==> src/rtl/ahb_matrix_pkg.sv <==
// Shared definitions for the AHB bus matrix: transfer/response encodings
// and the port-index width helper used by the arbiters.
package ahb_matrix_pkg;

  typedef enum logic [1:0] {
    TRN_IDLE   = 2'b00,
    TRN_BUSY   = 2'b01,
    TRN_NONSEQ = 2'b10,
    TRN_SEQ    = 2'b11
  } htrans_e;

  typedef enum logic [1:0] {
    RSP_OKAY  = 2'b00,
    RSP_ERROR = 2'b01,
    RSP_RETRY = 2'b10,
    RSP_SPLIT = 2'b11
  } hresp_e;

  localparam int MIN_PORTS = 2;
  localparam int MAX_PORTS = 8;

  // Never narrower than one bit, so a two-port matrix still has an index.
  function automatic int idx_width(input int n);
    return (n <= 2) ? 1 : $clog2(n);
  endfunction

endpackage

==> src/rtl/ahb_matrix_rr_arbiter_rr_picker.sv <==
// Combinational round-robin picker: first requester strictly after
// last_grant, found by masking a doubled request vector.
module rr_picker
  import ahb_matrix_pkg::*;
#(
  parameter  int NUM_PORTS = 3,
  localparam int IDX_W     = idx_width(NUM_PORTS)
) (
  input  logic [NUM_PORTS-1:0] req,
  input  logic [IDX_W-1:0]     last_grant,
  output logic [IDX_W-1:0]     winner,
  output logic                 any_req
);

  logic [2*NUM_PORTS-1:0] dbl_req;
  logic [2*NUM_PORTS-1:0] mask;
  logic [2*NUM_PORTS-1:0] masked;

  assign dbl_req = {req, req};

  // Positions at or below last_grant are masked off; the upper copy brings
  // the wrapped-around ports (including last_grant itself) in last.
  generate
    for (genvar gi = 0; gi < 2*NUM_PORTS; gi++) begin : g_mask
      assign mask[gi] = (gi > int'(last_grant));
    end
  endgenerate

  assign masked  = dbl_req & mask;
  assign any_req = |req;

  always_comb begin
    winner = '0;
    for (int i = 2*NUM_PORTS-1; i >= 0; i--) begin
      if (masked[i]) begin
        winner = IDX_W'((i >= NUM_PORTS) ? (i - NUM_PORTS) : i);
      end
    end
  end

endmodule

==> src/rtl/ahb_matrix_rr_arbiter.sv <==
// Output-stage round-robin arbiter for the AHB bus matrix; holds grants
// across bursts. Define AHB_ARB_LOCK_EN to also hold on HMASTLOCK.
module ahb_matrix_rr_arbiter
  import ahb_matrix_pkg::*;
#(
  parameter  int NUM_PORTS = 3,
  localparam int IDX_W     = idx_width(NUM_PORTS)
) (
  input  logic                   HCLK,
  input  logic                   HRESETn,
  input  logic [NUM_PORTS-1:0]   req_port,
  input  logic [2*NUM_PORTS-1:0] htrans_port,
  input  logic [NUM_PORTS-1:0]   hmastlock_port,
  input  logic                   HREADYM,
  output logic [IDX_W-1:0]       addr_in_port,
  output logic [IDX_W-1:0]       data_in_port,
  output logic                   no_port,
  output logic                   data_valid
);

  generate
    if (NUM_PORTS < MIN_PORTS || NUM_PORTS > MAX_PORTS) begin : g_bad_param
      $error("ahb_matrix_rr_arbiter: NUM_PORTS out of range 2..8");
    end
  endgenerate

  logic [1:0]       trn [NUM_PORTS];
  logic [1:0]       owner_trn;
  logic             owner_lock;
  logic             hold;
  logic [IDX_W-1:0] winner;
  logic             any_req;
  logic [IDX_W-1:0] last_grant_reg;
  logic [IDX_W-1:0] last_grant_next;
  logic [IDX_W-1:0] addr_next;
  logic             no_port_next;
  logic             data_valid_next;

  generate
    for (genvar gi = 0; gi < NUM_PORTS; gi++) begin : g_trn
      assign trn[gi] = htrans_port[2*gi +: 2];
    end
  endgenerate

  assign owner_trn = trn[addr_in_port];

`ifdef AHB_ARB_LOCK_EN
  assign owner_lock = hmastlock_port[addr_in_port];
`else
  logic unused_lock;
  assign owner_lock  = 1'b0;
  assign unused_lock = ^hmastlock_port;
`endif

  // A live owner keeps the bus through SEQ/BUSY beats (and lock, if enabled).
  assign hold = ~no_port & ((owner_trn == TRN_SEQ) | (owner_trn == TRN_BUSY) | owner_lock);

  rr_picker #(
    .NUM_PORTS (NUM_PORTS)
  ) u_picker (
    .req        (req_port),
    .last_grant (last_grant_reg),
    .winner     (winner),
    .any_req    (any_req)
  );

  always_comb begin
    addr_next       = addr_in_port;
    no_port_next    = no_port;
    last_grant_next = last_grant_reg;
    if (!hold) begin
      if (any_req) begin
        addr_next       = winner;
        no_port_next    = 1'b0;
        last_grant_next = winner;
      end else begin
        no_port_next = 1'b1;
      end
    end
  end

  // Only NONSEQ/SEQ carry data; the MSB of HTRANS separates them from IDLE/BUSY.
  assign data_valid_next = ~no_port & owner_trn[1];

  always_ff @(posedge HCLK or negedge HRESETn) begin
    if (!HRESETn) begin
      addr_in_port   <= '0;
      data_in_port   <= '0;
      no_port        <= 1'b1;
      data_valid     <= 1'b0;
      last_grant_reg <= IDX_W'(NUM_PORTS-1);
    end else if (HREADYM) begin
      addr_in_port   <= addr_next;
      data_in_port   <= addr_in_port;
      no_port        <= no_port_next;
      data_valid     <= data_valid_next;
      last_grant_reg <= last_grant_next;
    end
  end

endmodule

==> config.mk <==
export PLATFORM = sky130hd
export DESIGN_NAME = ahb_matrix_rr_arbiter
export DESIGN_NICKNAME = d
export VERILOG_FILES = /design/src/rtl/ahb_matrix_pkg.sv /design/src/rtl/ahb_matrix_rr_arbiter_rr_picker.sv /design/src/rtl/ahb_matrix_rr_arbiter.sv
export SDC_FILE = /design/constraint.sdc
export NUM_CORES = 1
export LEC_CHECK = 0
export ABC_CLOCK_PERIOD_IN_PS = 2700
export BUFFER_PORTS_ARGS = -buffer_cell sky130_fd_sc_hd__buf_2
export CAP_MARGIN = 10
export CORE_AREA = 5 5 42 44
export CTS_BUF_LIST = sky130_fd_sc_hd__clkbuf_2 sky130_fd_sc_hd__clkbuf_4 sky130_fd_sc_hd__clkbuf_8
export DETAILED_ROUTE_END_ITERATION = 8
export DIE_AREA = 0 0 47 49
export GPL_TIMING_DRIVEN = 0
export PLACE_DENSITY_LB_ADDON = 0.05
export SLEW_MARGIN = 40
export SYNTH_ARGS = -nofsm -noshare
export SYNTH_HDL_FRONTEND = slang
export SYNTH_HIERARCHICAL = 1
export SYNTH_SLANG_ARGS = --single-unit
==> constraint.sdc <==
create_clock -name HCLK -period 2.7 [get_ports HCLK]
set_input_delay 0.81 -clock HCLK [delete_from_list [all_inputs] [get_ports HCLK]]
set_output_delay 0.81 -clock HCLK [all_outputs]
set_load 0.005 [all_outputs]
==> results by stage, run 1 <==
Status:
- The flow ran to the end, and the final reports show no timing, DRC or antenna violations.

Power and ir drop:
- The switching power is 0.152 mW.
- The analysis attributes to cell leakage a power of 0.276 nW.
- For this design the ratio of total power to cell area is 904 nW/µm².
- The design draws 0.490 mW.
- The combinational share of power is 0.398.
- Of the total power, the share spent switching nets is 0.310.
- The part of the power in registers is 0.396.
- The internal power is 0.338 mW.
- Across the VDD grid, the largest voltage drop is 310 µV.
- Of the total power, the clock network draws 0.206.

Worst setup path:
- The critical path starts at addr_in_port[0]$_DFFE_PN0P_.
- The nature of the critical path startpoint is a register.
- The number of cells on the worst reg-to-reg path is 4.
- Following the worst setup path forward leads to its endpoint at addr_in_port[0].
- Walking the worst path, the cells encountered are buf_4, buf_2.
- The worst register-to-register path begins at addr_in_port[0]$_DFFE_PN0P_.
- The data required time of the critical path is 1.89 ns.
- In this run the worst path has a maximum fanout of 11.
- The longest individual stage delay on the worst path is 0.53 ns.
- The nature of the critical path endpoint is a primary output.
- The setup slack on the worst flop-to-flop path is 1.11 ns.
- The endpoint identified for the worst register-to-register timing path is addr_in_port[1]$_DFFE_PN0P_.
- The cell family contributing the most delay on the critical path is flip-flops.
- The number of buffers and inverters on the critical path is 2.
- By startpoint and endpoint, the worst setup path is classified as register to primary output.
- The critical path's slowest cell is dfrtp_1.
- Data arrives at the worst endpoint at 1.04 ns.
- The critical path runs through a total of 2 cells.

Detailed routing:
- The count of nets left with antenna violations once routing finished came out at 0.
- After detailed routing, the total wire length is 902 µm.
- The violation count after the first detailed-route iteration is 3.
- The total iterations of the first detailed-routing run is 2.
- The routed layout has 349 vias.
- After detailed routing, the number of remaining DRC violations is 0.
- Dividing the detail-routed via count by the number of cells gives 4.65.
- The average wire per standard cell is 12.0 µm.

CTS:
- The clock slew seen by the registers of the worst setup and hold paths is 0.05 ns.
- The later pin in the worst-skew pair is clocked with a latency of 0.25 ns.
- The buffers inserted during post-CTS setup optimization is 0.
- Buffers inserted during clock tree synthesis total 3.
- The maximum number of buffers from clock root to sink is 2.
- The CTS tree is done.
- The number of resized instances in the post-cts repair step is 0.
- The clock sink count is 7.
- In this run the number of H-tree levels came out at 1.
- The total of hold buffers inserted after clock tree synthesis is 0.
- In this run the clock root is driven by a clkbuf_4.

Final layout:
- The number of filler cells placed in the layout is 147.
- The fraction of layout instances using a drive strength above 1 is 0.525.
- Once layout is done, the placed cells without fillers occupy 542 µm².
- Compared with the post-synthesis result, the final layout area differs by 33.2%.
- The number of antenna diodes in the final layout is 0.
- The final net count is 75.
- The largest registers in the layout are addr_in_port x2, data_in_port x2.
- Leaving out fill and tap cells, the most frequent cell in the layout is buf_2.
- Leaving out fill and tap cells, the most frequent cells in the layout are 17 x buf_2, 5 x dfrtp_1, 4 x o21ai_0, 4 x clkbuf_4, 3 x nand2_1.

STA:
- The worst pin sits at a relative slew slack of 0.781.
- The largest clock skew in the final design is 0.00222 ns.
- The max-slew violation total from the final report came to 0.
- The number of hold violations in the final report came to 0.
- The maximum clock rate is 540 MHz.
- For the final routed database, the setup TNS stands at 0 ns.
- The time the worst path needs with I/O delays and setup is 1.85 ns.
- The final setup violation count is 0.
- The final critical-path share of the clock period is 0.686.
- The slew of the pin with the lowest slew margin is 0.323 ns.
- Setup repair after global routing left no endpoint under its margin.
- The worst-case hold slack is 0.383 ns.

Worst hold path:
- The class of the worst hold path is input pin to asynchronous set/reset pin.

Run:
- The total of max-cap violations is 0.

Synthesis:
- The count of unique library cells instantiated by Yosys is 23.
- The cell count after synthesis is 38.
- The number of warnings issued by yosys is 6.
- The mapped netlist covers 407 µm².
- The share of synthesized area occupied by flip-flops and latches is 0.437.
- Synthesis produced a netlist with a net count of 53.
- The average cell area after synthesis is 10.7 µm².
- The number of storage elements in the synthesis netlist is 7.

Floorplan:
- The area of the die is 2300 µm².
- The core region is 1400 µm².
- The row count is 14.
- The die is 47 µm wide.
- The I/O pin total is 21.
- The height of the die is 49 µm.
- The initial utilization of the core area, before any placement, comes to 0.290.

GRT:
- The number of global-route vias before repair was 349.
- The maximum number of pins on one net before global-route repair is 12.
- The overall global routing resource usage is 0.0901.
- Summed over all layers, the global routing overflow is 0.
- The initial antenna violation count came to 0.
- The global-route wire length before repair is 1450 µm.

Place:
- Buffers placed on the I/O ports in this run total 17.
- The post-place instance area is 512 µm².
- Routability-driven placement finished with a final weighted congestion of 0.704.
- The total half-perimeter wirelength after legalization and detailed placement is 735 µm.
## through the flow
stage / setup WS [ns] / utilization / instances
2_1_floorplan: 0.799 / - / 38
3_3_place_gp: 0.628 / 0.365 / 71
6_report: 0.848 / 0.387 / 75
4_1_cts: 0.856 / 0.387 / 75
5_1_grt: 0.802 / 0.387 / 75
3_5_place_dp: 0.637 / 0.365 / 71
## layer usage
| metal | routed length [µm] | track usage |
|---|---|---|
| met3 | 96 | 0.0554 |
| met2 | 459 | 0.133 |
| met4 | 0 | 0.0276 |
| met5 | 0 | 0 |
| met1 | 345 | 0.106 |
## synthesized netlist by cell type
library cell  number  share of area
a21oi_1            1          0.012
o221a_2            1          0.028
nor2b_1            1          0.015
nand3b_1           2          0.037
o21ai_0            4          0.049
mux2_2             2          0.055
o211a_1            1          0.025
and3_1             1          0.015
or2b_1             1          0.018
inv_1              2          0.018
buf_4              1          0.018
nor3_1             1          0.012
dfrtp_1            5           0.31
or2_4              1          0.022
mux2i_1            2          0.049
nand2_1            3          0.028
dfstp_2            2           0.13
or3_1              1          0.015
nor2_1             1         0.0092
o21ai_1            1          0.012
o311ai_1           1          0.022
mux2_4             2          0.074
buf_6              1          0.028
## cell families (layout without fill, tap and decap cells)
logic type / after synthesis / count (layout) / share of synthesized area
compound gates: 9 / 9 / 0.148
flops: 7 / 7 / 0.437
mux: 6 / 6 / 0.178
buf+inv: 4 / 25 / 0.0646
simple gates: 12 / 12 / 0.172
## worst min-delay path by stage
stage,from,end,slack [ns],cells past startpoint
global route,HRESETn,data_in_port[1]$_DFFE_PN0P_,0.38,1
floorplan,HRESETn,addr_in_port[0]$_DFFE_PN0P_,0.51,0
CTS,HRESETn,data_valid$_DFFE_PN0P_,0.37,1
finish,HRESETn,data_valid$_DFFE_PN0P_,0.38,1
global placement,data_in_port[1]$_DFFE_PN0P_,data_in_port[1]$_DFFE_PN0P_,0.49,1
detailed placement,data_in_port[0]$_DFFE_PN0P_,data_in_port[0]$_DFFE_PN0P_,0.49,1
## layout make-up
cell class / instances / area [µm²] / share of cell area
flip-flops and latches: 7 / 178 / 0.328
repair buffers: 17 / 85.1 / 0.157
clock buffers: 4 / 30.0 / 0.0554
well taps: 16 / 20.0 / 0.0370
plain buffers: 2 / 18.8 / 0.0346
multi-input cells: 27 / 203 / 0.374
inverters: 2 / 7.51 / 0.0139
## power groups by stage
| stage | logic (mW) | clock network [mW] | registers, mW |
|---|---|---|---|
| floorplan | 0.131 | 0 | 0.190 |
| global placement | 0.196 | 0 | 0.190 |
| detailed placement | 0.199 | 0 | 0.194 |
| CTS | 0.201 | 0.108 | 0.192 |
| global route | 0.220 | 0.114 | 0.199 |
| finish | 0.195 | 0.101 | 0.194 |
(Power assumes the default switching activity.)
==> run 2: changes to the inputs <==
--- a/config.mk
+++ b/config.mk
@@ -5,7 +5,7 @@
 export SDC_FILE = /design/constraint.sdc
 export NUM_CORES = 1
 export LEC_CHECK = 0
-export ABC_CLOCK_PERIOD_IN_PS = 2700
+export ABC_CLOCK_PERIOD_IN_PS = 1500
 export BUFFER_PORTS_ARGS = -buffer_cell sky130_fd_sc_hd__buf_2
 export CAP_MARGIN = 10
 export CORE_AREA = 5 5 42 44
==> constraint.sdc (replaced) <==
create_clock -name HCLK -period 1.5 [get_ports HCLK]
set_input_delay 0.45 -clock HCLK [delete_from_list [all_inputs] [get_ports HCLK]]
set_output_delay 0.45 -clock HCLK [all_outputs]
set_load 0.005 [all_outputs]
==> run 2 against run 1 <==
Register-to-register slack lost 1.1 ns. Hold slack lost 0.36 ns. Highest routed layer unchanged. Critical path depth grew 3. Total power grew 100%. Via count grew 9.2%. Critical endpoint is now addr_in_port[1]$_DFFE_PN0P_. Die area is the same.
==> results by stage, run 2 (synthesis gave the netlist of run 1 again) <==
Power and ir drop:
- Summing internal, switching and leakage power gives 0.992 mW.
- The internal power is 0.676 mW.
- Of the total power, combinational logic draws 0.464.
- Of the total power, the clock network draws 0.184.
- The maximum vdd drop is 505 µV.
- The part of the power in registers is 0.352.
- The switching power is 0.316 mW.
- Of the total power, the share spent switching nets is 0.318.
- In this run the static leakage power is 0.301 nW.
- The power per cell area is 1630 nW/µm².

Detailed routing:
- The via count normalized by instance count is 4.82.
- The final layout contains routed wiring with a total length of 1040 µm.
- The post-route DRC violation count is 0.
- The average wire per standard cell is 13.2 µm.
- The first TritonRoute pass finished after 4 iterations.
- The detailed router finished its first iteration with 5 violations.
- The number of nets with antenna violations after routing is 0.
- For this block, the via count after detailed routing is 381.

STA:
- For the final database, setup skew stands at 0.00242 ns.
- The maximum clock rate is 687 MHz.
- Setup violations remaining at the end of the flow were counted as 0.
- Adding up every negative setup slack in the final design gives 0 ns.
- The time the worst path needs with I/O delays and setup is 1.45 ns.
- The headroom to the max-slew limit is 0.838.
- Once routing completed, OpenROAD measured the worst setup slack at 0.0451 ns.
- The max-slew violation total from the final report is 0.
- In the finished design, the share of the clock period the worst path needs comes to 0.970.
- The number of hold violations in the final report is 0.
- For the pin with the worst max-slew slack, the measured transition is 0.242 ns.

Worst setup path:
- The end of the worst register-to-register path is addr_in_port[1]$_DFFE_PN0P_.
- Data arrives at the worst endpoint at 1.58 ns.
- The cell family contributing the most delay on the critical path is multiplexers.
- The worst setup path is captured at a register.
- The maximum fanout count along the critical path is 5.
- The launching point of the worst reg2reg path is addr_in_port[1]$_DFFE_PN0P_.
- The critical path goes through buf_6, mux2i_4, nor3_1, or2_4, mux2_4.
- On the critical path, the stage with the largest delay is an instance of dfrtp_1.
- Measured in cells, the most critical reg-to-reg path has a length of 5.
- The critical path class is register to register.
- The nature of the critical path startpoint is a register.
- The worst register-to-register path has a setup slack of 0.05 ns.
- Data on the critical path is required at its endpoint by 1.63 ns.
- The number of buffers and inverters on the critical path is 1.
- The longest individual stage delay on the worst path is 0.38 ns.

Final layout:
- The area growth from synthesis to layout is 49.5%.
- After the last flow step, the layout net total stands at 79.
- The number of filler cells placed in the layout is 156.
- The repair_antennas step left the layout with diodes totalling 0.
- In the layout the commonest cells are 17 x buf_2, 5 x buf_4, 4 x o21ai_0, 4 x dfrtp_1, 4 x clkbuf_4.
- The most frequent standard cell in the layout excluding fill and tap cells is buf_2.
- The largest registers in the layout are addr_in_port x2, data_in_port x2.
- The cell area after layout is 608 µm².
- The fraction of layout instances using a drive strength above 1 is 0.619.

CTS:
- The clock sink count is 7.
- The CTS tree is done.
- After clock tree synthesis, the clock-pin slew on the worst setup and hold paths is 0.05 ns.
- The insertion delay of the later-clocked pin in the worst-skew pair is 0.24 ns.
- In this run the number of H-tree levels came out at 1.
- The root buffer cell is clkbuf_4.
- Buffers inserted to repair hold after CTS numbered 0.
- The total clock buffers created by CTS is 3.
- No sink is reached through more buffers than the 2 on the longest clock path.

GRT:
- For this run the aggregate overflow at the end of global routing stands at 0.
- The overall global routing resource usage is 0.0986.
- The initial antenna violation count is 0.
- Entering global routing, the biggest net connects 12 pins.
- The global-route wire length before repair is 1630 µm.
- The number of global-route vias before repair is 419.

Floorplan:
- The height of the die is 49 µm.
- The die outline width is 47 µm.
- The area of the core is 1400 µm².
- For this configuration, the core starts out at a cell density of 0.290.
- The die covers 2300 µm².
- In this run the count of I/O pins placed on the die edge is 21.
- The row count is 14.

Place:
- The routability congestion estimate from global placement is 0.776.
- The total half-perimeter wirelength after legalization and detailed placement is 782 µm.
- The post-place instance area is 534 µm².
- OpenSTA, run right after detailed placement, puts the worst setup slack at -0.153 ns.
- The number of buffers added on ports is 17.

Worst hold path:
- The path class of the tightest hold or removal check is input pin to asynchronous set/reset pin.

Run:
- Max-cap violations in this run came to 0.

Status:
- The run finished with clean final reports.
-- run 2: cell count changes in the layout (fill, tap and decap cells not counted), sizes merged --
cell and delta:
buf +4
-- run 2: power groups by stage --
stage | Clock [mW] | Sequential [mW] | Combinational [mW]
6_report | 0.183 | 0.349 | 0.460
2_1_floorplan | 0 | 0.345 | 0.250
3_5_place_dp | 0 | 0.356 | 0.376
5_1_grt | 0.207 | 0.363 | 0.501
3_3_place_gp | 0 | 0.348 | 0.364
4_1_cts | 0.193 | 0.357 | 0.385
-- run 2: metal layers --
layer	routed length, µm	global-route usage	part of all wire
met1	405	0.106	0.39
met3	72	0.0185	0.069
met2	567	0.163	0.54
met4	0	0.0691	0
met5	0	0	0
-- run 2: repair_timing --
| action | CTS | global route |
|---|---|---|
| endpoints found under the setup margin | 3 | 2 |
| pin swaps | 0 | 1 |
| buffers inserted | 0 | 4 |
| resized for setup | 2 | 1 |
-- run 2: how the worst max path moves through the flow --
stage,startpoint,endpoint,cells past startpoint
after floorplan,req_port[0],addr_in_port[1]$_DFFE_PN0P_,4
after global placement,req_port[0],addr_in_port[1]$_DFFE_PN0P_,5
after detailed placement,req_port[0],addr_in_port[1]$_DFFE_PN0P_,5
after CTS,addr_in_port[1]$_DFFE_PN0P_,addr_in_port[1]$_DFFE_PN0P_,5
after global routing,addr_in_port[1]$_DFFE_PN0P_,addr_in_port[1]$_DFFE_PN0P_,5
final,addr_in_port[1]$_DFFE_PN0P_,addr_in_port[1]$_DFFE_PN0P_,5
-- run 2: per-stage QoR --
step	std cells	hold slack, ns	utilization
4_1_cts	75	0.0176	0.406
6_report	79	0.0252	0.434
3_5_place_dp	71	0.288	0.381
5_1_grt	79	0.0230	0.434
2_1_floorplan	38	0.154	-
3_3_place_gp	71	0.285	0.381
-- run 2: cell type report --
| class | count | area (µm²) | area share |
|---|---|---|---|
| plain buffers | 2 | 18.8 | 0.0309 |
| clock buffers | 4 | 30.0 | 0.0494 |
| inverters | 2 | 7.51 | 0.0123 |
| multi-input cells | 27 | 238 | 0.391 |
| flip-flops and latches | 7 | 179 | 0.294 |
| well taps | 16 | 20.0 | 0.0329 |
| repair buffers | 21 | 115 | 0.189 |
==> run 3: changes to the inputs <==
--- a/config.mk
+++ b/config.mk
@@ -13,7 +13,6 @@
 export DETAILED_ROUTE_END_ITERATION = 8
 export DIE_AREA = 0 0 47 49
 export GPL_TIMING_DRIVEN = 0
-export PLACE_DENSITY_LB_ADDON = 0.05
 export SLEW_MARGIN = 40
 export SYNTH_ARGS = -nofsm -noshare
 export SYNTH_HDL_FRONTEND = slang
==> run 3 against run 2 <==
Die area unchanged. Critical path depth unchanged. Register-to-register slack hardly changed. Global-route usage fell by 1.0 points. Utilization is 2.2 points lower. Flip-flop and latch count unchanged. Critical path type unchanged. Critical endpoint unchanged. Highest routed layer is now met4.
==> results by stage, run 3 (synthesis gave the netlist of run 1 again) <==
Worst setup path:
- Walking the worst path, the cells encountered are buf_6, mux2i_2, nor3_1, or2_4, mux2_4.
- The longest individual stage delay on the worst path is 0.35 ns.
- At the worst endpoint, the required time is 1.62 ns.
- The end of the worst register-to-register path is addr_in_port[1]$_DFFE_PN0P_.
- Among cell families on the critical path, the largest total delay comes from multiplexers.
- The largest individual stage delay along the critical path comes from the cell dfrtp_1.
- The number of buffers and inverters on the critical path is 1.
- Across all register-to-register paths, the minimum setup slack is 0.05 ns.
- The critical path starts at addr_in_port[1]$_DFFE_PN0P_.
- The arrival time of the worst setup path is 1.58 ns.
- In this run the critical register-to-register path is launched from addr_in_port[1]$_DFFE_PN0P_.
- The critical path class is register to register.
- The depth of the most critical reg-to-reg path is 5.
- STA classifies the critical path endpoint as a register.
- The maximum fanout count along the critical path is 7.
- The nature of the critical path startpoint is a register.

Run:
- The total of max-cap violations is 0.

STA:
- Setup repair after global routing could not meet its margin everywhere.
- The number of hold violations in the final report came to 0.
- The final setup violation count is 0.
- The max-slew violation total from the final report is 0.
- The worst path setup slack after routing is 0.0493 ns.
- Dividing the final minimum period by the clock period gives 0.967.
- On the final layout, the worst clock skew is 0.00254 ns.
- The headroom to the max-slew limit is 0.844.
- Based on the critical path, the design can be clocked at up to 689 MHz.
- The slew of the pin with the lowest slew margin is 0.233 ns.
- Subtracting the final worst setup slack from the clock period gives 1.45 ns.

Worst hold path:
- The class of the worst hold path is input pin to asynchronous set/reset pin.

Detailed routing:
- The violation count after the first detailed-route iteration is 12.
- The vias after detailed routing is 358.
- The average wire per standard cell is 11.6 µm.
- The total iterations of the first detailed-routing run is 4.
- In the routed layout, each cell is associated on average with a via count of 4.71.
- In this run the remaining antenna-violating nets after routing total 0.
- After detailed routing, the total wire length is 879 µm.
- The post-route DRC violation count is 0.

GRT:
- The maximum number of pins on one net before global-route repair is 12.
- The global-route wire length before repair is 1450 µm.
- The overall global routing resource usage is 0.0886.
- The initial antenna violation count came to 0.
- The number of global-route vias before repair was 352.
- The leftover overflow at the end of global routing is 0.

Final layout:
- The most frequent standard cell in the layout excluding fill and tap cells is buf_2.
- The number of antenna diodes is 0.
- In the layout the commonest cells are 17 x buf_2, 4 x o21ai_0, 4 x dfrtp_1, 4 x clkbuf_4, 3 x nand2_1.
- The final net count is 76.
- The area growth from synthesis to layout is 41.8%.
- Fill cells in the final layout number 146.
- The cell area after layout is 577 µm².
- The fraction of layout instances using a drive strength above 1 is 0.600.
- In the final layout, the registers with the most flip-flops are addr_in_port x2, data_in_port x2.

Power and ir drop:
- The part of the power in registers is 0.381.
- Internal power comes to 0.634 mW.
- The analysis attributes to cell leakage a power of 0.285 nW.
- Of the total power, the share spent switching nets is 0.311.
- The share of total power dissipated in combinational logic is 0.422.
- The share of power burned in the clock network is 0.196.
- The power per cell area is 1600 nW/µm².
- In this run the power spent charging and discharging nets is 0.287 mW.
- IR analysis of the VDD net gives a maximum drop of 498 µV.

Floorplan:
- The height of the die is 49 µm.
- The floorplan has 14 rows.
- The floorplan step defined a core boundary enclosing 1400 µm².
- 21 I/O pins were placed.
- The initial cell density of the core is 0.290.
- The die covers 2300 µm².
- The die outline width is 47 µm.

CTS:
- The total of hold buffers inserted after clock tree synthesis is 0.
- The clock net in this run drives a total of 7 sinks.
- Clock-pin slew was measured on the worst setup and hold paths at 0.05 ns.
- The depth of the CTS H-tree is 1.
- Clock tree synthesis inserted a total of 3 buffers.
- TritonCTS built the clock tree.
- The maximum number of buffers from clock root to sink is 2.
- Clock tree synthesis selected as its root buffer the cell clkbuf_4.
- The insertion delay of the later-clocked pin in the worst-skew pair is 0.24 ns.

Place:
- The pre-CTS worst setup slack is -0.142 ns.
- Input and output buffers added on the ports amount to 17.
- The post-place instance area is 534 µm².
- The routability congestion estimate from global placement is 0.697.
- The total half-perimeter wirelength after legalization and detailed placement is 681 µm.

Status:
- The run finished with clean final reports.
run 3: final cells by class:
type                    instances  area (µm²)  share of cell area
well taps                      16        20.0              0.0347
plain buffers                   2        18.8              0.0325
inverters                       2        7.51              0.0130
flip-flops and latches          7         179               0.310
clock buffers                   4        30.0              0.0521
repair buffers                 18        92.6               0.161
multi-input cells              27         229               0.397
run 3: repair_timing:
action                     4_1_cts  5_1_grt
setup endpoints to repair        1        2
cloned                           0        0
pin swaps                        0        1
gates resized for setup          1        1
buffers inserted                 0        1
run 3: worst register-to-register path: stages, from the launching register on:
cell	delay, ns
dfrtp_1	0.35
buf_6	0.14
mux2i_2	0.24
nor3_1	0.07
or2_4	0.25
mux2_4	0.30
run 3: metrics by stage:
step / power, mW / instances / utilization / hold WS, ns / TNS (ns)
floorplan: 0.595 / 38 / - / 0.154 / 0
global placement: 0.715 / 71 / 0.381 / 0.287 / -0.219
detailed placement: 0.724 / 71 / 0.381 / 0.289 / -0.241
CTS: 0.912 / 75 / 0.404 / 0.0245 / 0
global route: 0.999 / 76 / 0.412 / 0.0168 / -0.0207
finish: 0.921 / 76 / 0.412 / 0.0267 / 0
run 3: worst max path at each step:
stage,endpoint,slack [ns],cells after the start
5_1_grt,addr_in_port[1]$_DFFE_PN0P_,-0.02,5
6_report,addr_in_port[1]$_DFFE_PN0P_,0.05,5
3_3_place_gp,addr_in_port[1]$_DFFE_PN0P_,-0.13,5
3_5_place_dp,addr_in_port[1]$_DFFE_PN0P_,-0.14,5
4_1_cts,addr_in_port[1]$_DFFE_PN0P_,0.008,5
2_1_floorplan,addr_in_port[1]$_DFFE_PN0P_,0.01,4
run 3: power by group through the flow:
stage	Combinational (mW)	Clock, mW	Sequential [mW]
finish	0.389	0.181	0.351
detailed placement	0.373	0	0.352
floorplan	0.250	0	0.345
CTS	0.373	0.187	0.353
global placement	0.363	0	0.352
global route	0.432	0.204	0.363
run 3: layer usage:
metal  track usage  vias up  wire length, µm  part of all wire
li1              -      179                -                 -
met1         0.105      165              341              0.39
met2         0.129       12              457              0.52
met3        0.0332        2               60             0.068
met4        0.0553        0               19             0.022
met5             0        -                0                 0
